===== src/rtl/sprite_index_fetch_pkg.sv =====
// Shared defaults, widths and the animation state type for sprite_index_fetch.
package sprite_pkg;

  localparam int unsigned DEF_SPRITE_W   = 32;
  localparam int unsigned DEF_SPRITE_H   = 16;
  localparam int unsigned DEF_FRAMES     = 4;
  localparam int unsigned DEF_HOLD       = 8;
  localparam logic [3:0]  DEF_TRANSP_IDX = 4'd0;

  localparam int unsigned ROM_AW  = 11;
  localparam int unsigned COORD_W = 10;
  localparam int unsigned PIX_W   = 4;
  localparam int unsigned FRAME_W = 2;

  typedef enum logic [1:0] {
    ST_IDLE,
    ST_HOLD,
    ST_ADVANCE
  } anim_state_t;

endpackage


===== src/rtl/sprite_index_fetch_vsync_edge_sync.sv =====
// Two-flop synchroniser for the vsync input plus a one-cycle rising-edge pulse.
module vsync_edge_sync (
  input  logic clk,
  input  logic rst,
  input  logic async_in,
  output logic pulse
);

  logic meta;
  logic sync;
  logic sync_d;

  // Synchronise async_in and keep the previous synchronised value for edge detect.
  always_ff @(posedge clk or posedge rst) begin
    if (rst) begin
      meta   <= 1'b0;
      sync   <= 1'b0;
      sync_d <= 1'b0;
    end else begin
      meta   <= async_in;
      sync   <= meta;
      sync_d <= sync;
    end
  end

  assign pulse = sync & ~sync_d;

endmodule


===== src/rtl/sprite_index_fetch.sv =====
// Sprite palette-index fetch: box test, ROM addressing, 3-cycle aligned output
// pipeline and optional frame animation (enabled by defining SPRITE_ANIM_EN).
module sprite_index_fetch
  import sprite_pkg::*;
#(
  parameter int unsigned SPRITE_W   = DEF_SPRITE_W,
  parameter int unsigned SPRITE_H   = DEF_SPRITE_H,
  parameter int unsigned FRAMES     = DEF_FRAMES,
  parameter int unsigned HOLD       = DEF_HOLD,
  parameter logic [3:0]  TRANSP_IDX = DEF_TRANSP_IDX
) (
  input  logic               Clk,
  input  logic               Reset,
  input  logic               frame_clk,
  input  logic [COORD_W-1:0] DrawX,
  input  logic [COORD_W-1:0] DrawY,
  input  logic               blank_in,
  input  logic [COORD_W-1:0] sprite_x,
  input  logic [COORD_W-1:0] sprite_y,
  input  logic               enable,
  output logic [ROM_AW-1:0]  rom_addr,
  input  logic [PIX_W-1:0]   rom_q,
  output logic [PIX_W-1:0]   index,
  output logic               hit,
  output logic               blank_out,
  output logic [FRAME_W-1:0] frame_idx
);

  logic [COORD_W:0]  dx;
  logic [COORD_W:0]  dy;
  logic              in_box;
  logic [ROM_AW-1:0] addr_c;
  logic              inbox_d1, inbox_d2;
  logic              blank_d1, blank_d2;

  // Stage-1 offsets: zero-extended subtraction, so the MSB is the sign and a
  // sprite running past X=1023 never produces a wrapped hit at small DrawX.
  always_comb begin
    dx     = {1'b0, DrawX} - {1'b0, sprite_x};
    dy     = {1'b0, DrawY} - {1'b0, sprite_y};
    in_box = enable && !dx[COORD_W] && !dy[COORD_W] &&
             (32'(dx[COORD_W-1:0]) < SPRITE_W) &&
             (32'(dy[COORD_W-1:0]) < SPRITE_H);
    addr_c = ROM_AW'(frame_idx) * ROM_AW'(SPRITE_W * SPRITE_H) +
             ROM_AW'(dy[COORD_W-1:0]) * ROM_AW'(SPRITE_W) +
             ROM_AW'(dx[COORD_W-1:0]);
  end

  // Register the ROM address and carry box/blank flags alongside the ROM read.
  always_ff @(posedge Clk or posedge Reset) begin
    if (Reset) begin
      rom_addr <= '0;
      inbox_d1 <= 1'b0;
      inbox_d2 <= 1'b0;
      blank_d1 <= 1'b0;
      blank_d2 <= 1'b0;
    end else begin
      rom_addr <= in_box ? addr_c : '0;
      inbox_d1 <= in_box;
      inbox_d2 <= inbox_d1;
      blank_d1 <= blank_in;
      blank_d2 <= blank_d1;
    end
  end

  // Output stage: combine ROM data with the delayed flags, three cycles after DrawX.
  always_ff @(posedge Clk or posedge Reset) begin
    if (Reset) begin
      index     <= TRANSP_IDX;
      hit       <= 1'b0;
      blank_out <= 1'b0;
    end else begin
      index     <= inbox_d2 ? rom_q : TRANSP_IDX;
      hit       <= inbox_d2 && (rom_q != TRANSP_IDX) && blank_d2;
      blank_out <= blank_d2;
    end
  end

`ifdef SPRITE_ANIM_EN
  logic               vs_tick;
  anim_state_t        state, state_nxt;
  logic [7:0]         hold_cnt, hold_cnt_nxt;
  logic [FRAME_W-1:0] frame_q, frame_nxt;

  vsync_edge_sync u_vsync (
    .clk      (Clk),
    .rst      (Reset),
    .async_in (frame_clk),
    .pulse    (vs_tick)
  );

  // Animation state, hold counter and current frame registers.
  always_ff @(posedge Clk or posedge Reset) begin
    if (Reset) begin
      state    <= ST_IDLE;
      hold_cnt <= '0;
      frame_q  <= '0;
    end else begin
      state    <= state_nxt;
      hold_cnt <= hold_cnt_nxt;
      frame_q  <= frame_nxt;
    end
  end

  // Next-state logic; a low enable overrides everything, including a vs_tick.
  always_comb begin
    state_nxt    = state;
    hold_cnt_nxt = hold_cnt;
    frame_nxt    = frame_q;
    if (!enable) begin
      state_nxt    = ST_IDLE;
      hold_cnt_nxt = '0;
      frame_nxt    = '0;
    end else begin
      case (state)
        ST_IDLE: begin
          hold_cnt_nxt = '0;
          frame_nxt    = '0;
          state_nxt    = ST_HOLD;
        end
        ST_HOLD: begin
          if (vs_tick) begin
            if (hold_cnt == 8'(HOLD - 1)) begin
              hold_cnt_nxt = '0;
              state_nxt    = ST_ADVANCE;
            end else begin
              hold_cnt_nxt = hold_cnt + 8'd1;
            end
          end
        end
        ST_ADVANCE: begin
          frame_nxt = (frame_q == FRAME_W'(FRAMES - 1)) ? '0 : frame_q + 1'b1;
          state_nxt = ST_HOLD;
        end
        default: state_nxt = ST_IDLE;
      endcase
    end
  end

  assign frame_idx = frame_q;
`else
  localparam int unsigned anim_cfg_unused = HOLD + FRAMES;
  logic unused_frame_clk;

  assign unused_frame_clk = frame_clk;
  assign frame_idx        = '0;
`endif

endmodule


===== config.mk =====
export PLATFORM = sky130hd
export DESIGN_NAME = sprite_index_fetch
export DESIGN_NICKNAME = d
export VERILOG_FILES = /design/src/rtl/sprite_index_fetch_pkg.sv /design/src/rtl/sprite_index_fetch_vsync_edge_sync.sv /design/src/rtl/sprite_index_fetch.sv
export SDC_FILE = /design/constraint.sdc
export NUM_CORES = 1
export LEC_CHECK = 0
export CAP_MARGIN = 25
export CELL_PAD_IN_SITES_DETAIL_PLACEMENT = 1
export CELL_PAD_IN_SITES_GLOBAL_PLACEMENT = 2
export CORE_ASPECT_RATIO = 0.5
export CORE_MARGIN = 5
export CORE_UTILIZATION = 27
export CTS_BUF_LIST = sky130_fd_sc_hd__clkbuf_2
export DETAILED_ROUTE_END_ITERATION = 8
export GPL_ROUTABILITY_DRIVEN = 0
export PLACE_DENSITY = 0.89
export SYNTH_ARGS = -nofsm -noshare
export SYNTH_HDL_FRONTEND = slang
export SYNTH_HIERARCHICAL = 1
export SYNTH_SLANG_ARGS = --single-unit

===== constraint.sdc =====
create_clock -name Clk -period 0.8 [get_ports Clk]
set_input_delay 0.12 -clock Clk [delete_from_list [all_inputs] [get_ports Clk]]
set_output_delay 0.12 -clock Clk [all_outputs]
set_load 0.05 [all_outputs]

* Word-level counts from Yosys, hierarchy flattened
Cells that the tools add are included.
** Word-level totals
- Register bits :: 21
- Bits of input ports :: 49
** Cells by class
- Add/subtract/negate cells :: 3
- Magnitude comparators :: 2
- Muxes and demuxes :: 2
- Reductions and logical operators :: 9
** Operators by type and width (count)
- subtractor 10 x 10 -> 11 bit :: 2
- adder 11 x 10 -> 11 bit :: 1
- two-way mux 11 bit :: 1
- < comparator 10 x 5 -> 1 bit, second input constant :: 1
- < comparator 10 x 6 -> 1 bit, second input constant :: 1
- logical AND 1 bit :: 6
- two-way mux 4 bit :: 1
- nonzero test 4 bit :: 1
- logical NOT 1 bit :: 2

* Longest topological paths before layout
- Depth after elaboration :: 7
- Mapped depth :: 16
- Mapped depth without buffers :: 16

* Least setup slack after synthesis
Ideal clock, no wire load.
- Path type :: in2reg
- Start point :: input DrawX[0]
- End point :: register rom_addr[10]
- Library setup time :: 0.105 ns
- Data arrival time :: 2.662 ns
- Data required time :: 0.695 ns
- Slack :: -1.967 ns
- Stages on the path :: 14
- Path buffers :: 0
- Path through :: inv_1 -> ha_1 -> inv_1 -> fa_1 -> a21o_1 -> a221oi_2 -> xnor2_1 -> ha_1 -> a21o_1 -> a21oi_1 -> o21bai_1 -> a21oi_1 -> xnor2_1 -> nor4b_1
** Between the ends
- Longest elaborated chain between the ends :: 7
- Elaborated cells on any way between the ends :: 9
- Classes of those cells :: 2 x add/sub; 1 x order compare; 1 x mux; 5 x reduce/logical
** RTL lines
- from (decl) :: RTL line sprite_index_fetch.sv:15 : input logic [COORD_W-1:0] DrawX,
- subtractor 10 x 10 -> 11 bit * :: RTL line sprite_index_fetch.sv:39 : dx = {1'b0, DrawX} - {1'b0, sprite_x};
- branches (longest 5 deep; another with < comparator 10 x 6 -> 1 bit)
- two-way mux 11 bit * :: RTL line sprite_index_fetch.sv:58 : rom_addr <= in_box ? addr_c : '0;
- to (signal assigned) :: RTL line sprite_index_fetch.sv:58
- to (decl) :: RTL line sprite_index_fetch.sv:21 : output logic [ROM_AW-1:0] rom_addr,
Every way passes the cells marked *.

* Worst setup path after layout
Same ends and word-level chain as after synthesis.

==> impl_results.md <==
- Status: finished, violations left
- Failing checks: setup timing
- Die Wd: 131 microns
- CTS root buffer: clkbuf_2
- Critical path type: primary input to flop
- Leakage power: 1.84 nW
- Die area: 9200 sq um
- Top delay family on crit path: compound AO/OA/AOI/OAI gates
- Max-cap violations: 0
- Minimum clock period after layout: 2.63 ns
- Worst Setup End Kind: flop
- # nets final: 442
- DR vias/cell: 4.94
- Worst Skew: 0.0198 ns
- Clock H-tree levels: 1
- Setup violators final: 29
- Port Buf Inserts: 64
- Initial antenna violation count: 0
- Power per cell area: 1240 nW/um^2
- Max FO, Critical Path: 3
- Final Max Tran Viols: 0
- Global route total overflow: 0
- Final hold violation count: 0
- Clock sink total: 21
- CTS Buffer Depth: 2
- Row count: 22
- Post-detailed-routing wire length: 9240 microns
- Global-route track usage on met1: 20.7%
- Total iterations of the first detailed-routing run: 4
- Setup WS post-layout: -1.83 ns
- CP Cell Sequence: buf_8 -> inv_12 -> ha_4 -> inv_2 -> fa_2 -> a21o_1 -> a221oi_4 -> o21ai_2 -> xnor2_2 -> inv_1 -> ha_4 -> inv_2 -> o21bai_1 -> a21oi_2 -> xnor2_1 -> nor4b_2
- Crit path arrival time: 2.85 ns
- CTS clk-pin slew, worst paths: 0.18 ns
- Hold buffers post-CTS: 0
- Post-route ant nets: 0
- Max stage delay on crit path: 0.36 ns
- Grt met3 use: 1.53%
- Largest net degree at the start of global routing: 22
- Startpoint Class: primary input
- Bufs and invs on worst path: 5
- Routed len/inst: 20.1 microns
- DIE HEIGHT: 70.4 microns
- Area after DPL: 3400 sq um
- DRC violations left: 0
- Core ar.: 7210 sq um
- Required @ worst endpoint: 1.02 ns
- Grt met2 use: 33.1%
- Average size of a mapped cell: 8.90 sq um
- Busiest grt layer: met2
- Post-synth EDFFs: 0
- Post-synthesis sequential area ratio: 26.7%
- Period utilisation layout: 329%
- FFs w/ async S/R, synth: 100%
- Post-synthesis register bit count: 21
- Tot GR Track Use: 17.8%
- I/O Pins: 68
- Netlist cell types: 51
- Via Count: 2273
- Commonest non-fill, non-tap cell in the layout: buf_4
- Clock latency on the worst-skew pair: 0.33 ns
- Cells after Synth: 221
- Wire length of the first global-routing pass: 13100 microns
- Syn. warnings: 6
- Critical-path top delay cell: a221oi_4
- Post-layout instance area: 4100 sq um
- Hold Path Class: primary input to flop
- Final Total Pwr: 5.07 mW
- Post-Syn Area: 1970 sq um
- Initial DRC Count: 89
- Layout cells sized above 1: 58.0%
- CTS tree: done
- Worst vdd ir: 0.410 mV
- Fmax achieved: 380 MHz
- Area Overhead vs Synth: 109%
- Initial Utilization: 27.3%
- Most frequent cells in the layout: 66 x buf_4, 21 x dfrtp_1, 21 x clkdlybuf4s50_1
- Unrepaired setup endpoints after global routing: yes
- CTS Buf Count: 3
- DP HPWL: 4990 microns
- Vias in the first global route: 2565
- Main synth FF type: dfrtp_1
- Ant diodes: 0
-- per-stage QoR --
step                cells  hold WS [ns]  util [%]  setup TNS (ns)  setup WS [ns]
global route          460        0.0316      56.9          -22.64          -1.88
CTS                   457        0.0935      54.5          -18.66          -1.62
global placement      430         0.334      47.1          -24.85          -2.37
detailed placement    430         0.336      47.1          -25.75          -2.49
floorplan             222        0.0965         -          -15.80          -1.72
finish                460        0.0676      56.9          -21.01          -1.83
-- cell type report --
cell class | instances | area [sq um]
inverter | 32 | 138
fill | 773 | 3110
clock inverter | 1 | 5.00
sequential | 21 | 526
tap | 96 | 120
clock buffer | 3 | 15.0
timing repair buffer | 146 | 1470
multi-input combinational | 161 | 1830
-- cells in the mapped netlist (2+ instances only) --
master	number	area share, %
nor2_1	12	2.3
a21o_1	6	2.3
ha_1	25	16
o21ai_0	7	1.8
fa_1	3	3.1
buf_4	3	1.1
nor4b_1	2	0.89
clkbuf_1	3	0.57
o21a_1	3	1.1
nand2b_1	2	0.64
nor3_2	9	4.6
o21bai_1	2	0.76
or3_1	2	0.64
nand3_1	2	0.51
xor2_1	4	1.8
inv_1	32	6.1
xnor2_1	9	4.0
o2111ai_1	2	0.89
a21oi_1	16	4.1
and3_1	2	0.64
and2_1	6	1.9
nand2_1	15	2.9
o211ai_1	3	1.1
nand4_1	4	1.3
dfrtp_1	21	27
-- timing repair --
action	CTS	global route
resized for setup	147	29
endpoints found under the setup margin	29	29
cloned	1	0
pin swaps	58	37
buffers inserted	23	7
endpoints found under the hold margin	0	0
-- per-layer routing --
layer  up-vias  wire length (microns)  share of wire, %
li1       1061                      -                 -
met1      1114                   3670                40
met2        69                   4850                53
met3        29                    296               3.2
met4         0                    413               4.5
met5         -                      0                 0
-- tightest hold or removal path, delay by kind of cell --
family,cells,cell delay [ns]
simple gates,1,0.04
buf+inv,1,0.08
fa+ha+maj,1,0.13
-- where the power goes --
group          internal, mW  switching (mW)  total (mW)
clock                 0.113           0.326       0.439
sequential             1.07         0.00399        1.07
combinational          1.80            1.75        3.56
total                  2.99            2.08        5.07
-- flip-flops by register name, summed over array words and instances, names as in the netlist --
| register | flops |
|---|---|
| hit | 1 |
| rom_addr | 11 |
| blank_d1 | 1 |
| blank_d2 | 1 |
| inbox_d2 | 1 |
| blank_out | 1 |
| index | 4 |
| inbox_d1 | 1 |
-- path summary, 6_finish.rpt --
kind	slack [ns]	startpoint	cells past startpoint	endpoint
setup / recovery	-1.83	DrawX[0]	16	rom_addr[10]$_DFF_PP0_
hold / removal	0.07	sprite_x[0]	3	rom_addr[0]$_DFF_PP0_
setup reg to reg	0.11	inbox_d2$_DFF_PP0_	1	index[1]$_DFF_PP0_
hold reg to reg	0.38	blank_d1$_DFF_PP0_	0	blank_d2$_DFF_PP0_
max in group asynchronous	0.56	Reset	3	rom_addr[10]$_DFF_PP0_
min in group asynchronous	0.08	Reset	3	rom_addr[5]$_DFF_PP0_
-- cells by family (layout without fill, tap and decap cells) --
group / after synthesis / count (layout) / share of synthesized area (%)
AOI/OAI and AO/OA: 53 / 53 / 19.1
xor gates and xnor gates: 14 / 14 / 6.62
muxes: 1 / 1 / 0.572
and+or+nand+nor: 63 / 63 / 19.1
DFF: 21 / 21 / 26.7
adders and majority gates: 28 / 28 / 19.0
other: 1 / 2 / 0.191
buffers and inverters: 40 / 182 / 8.65
No activity file was read; power rests on OpenSTA's default activity.
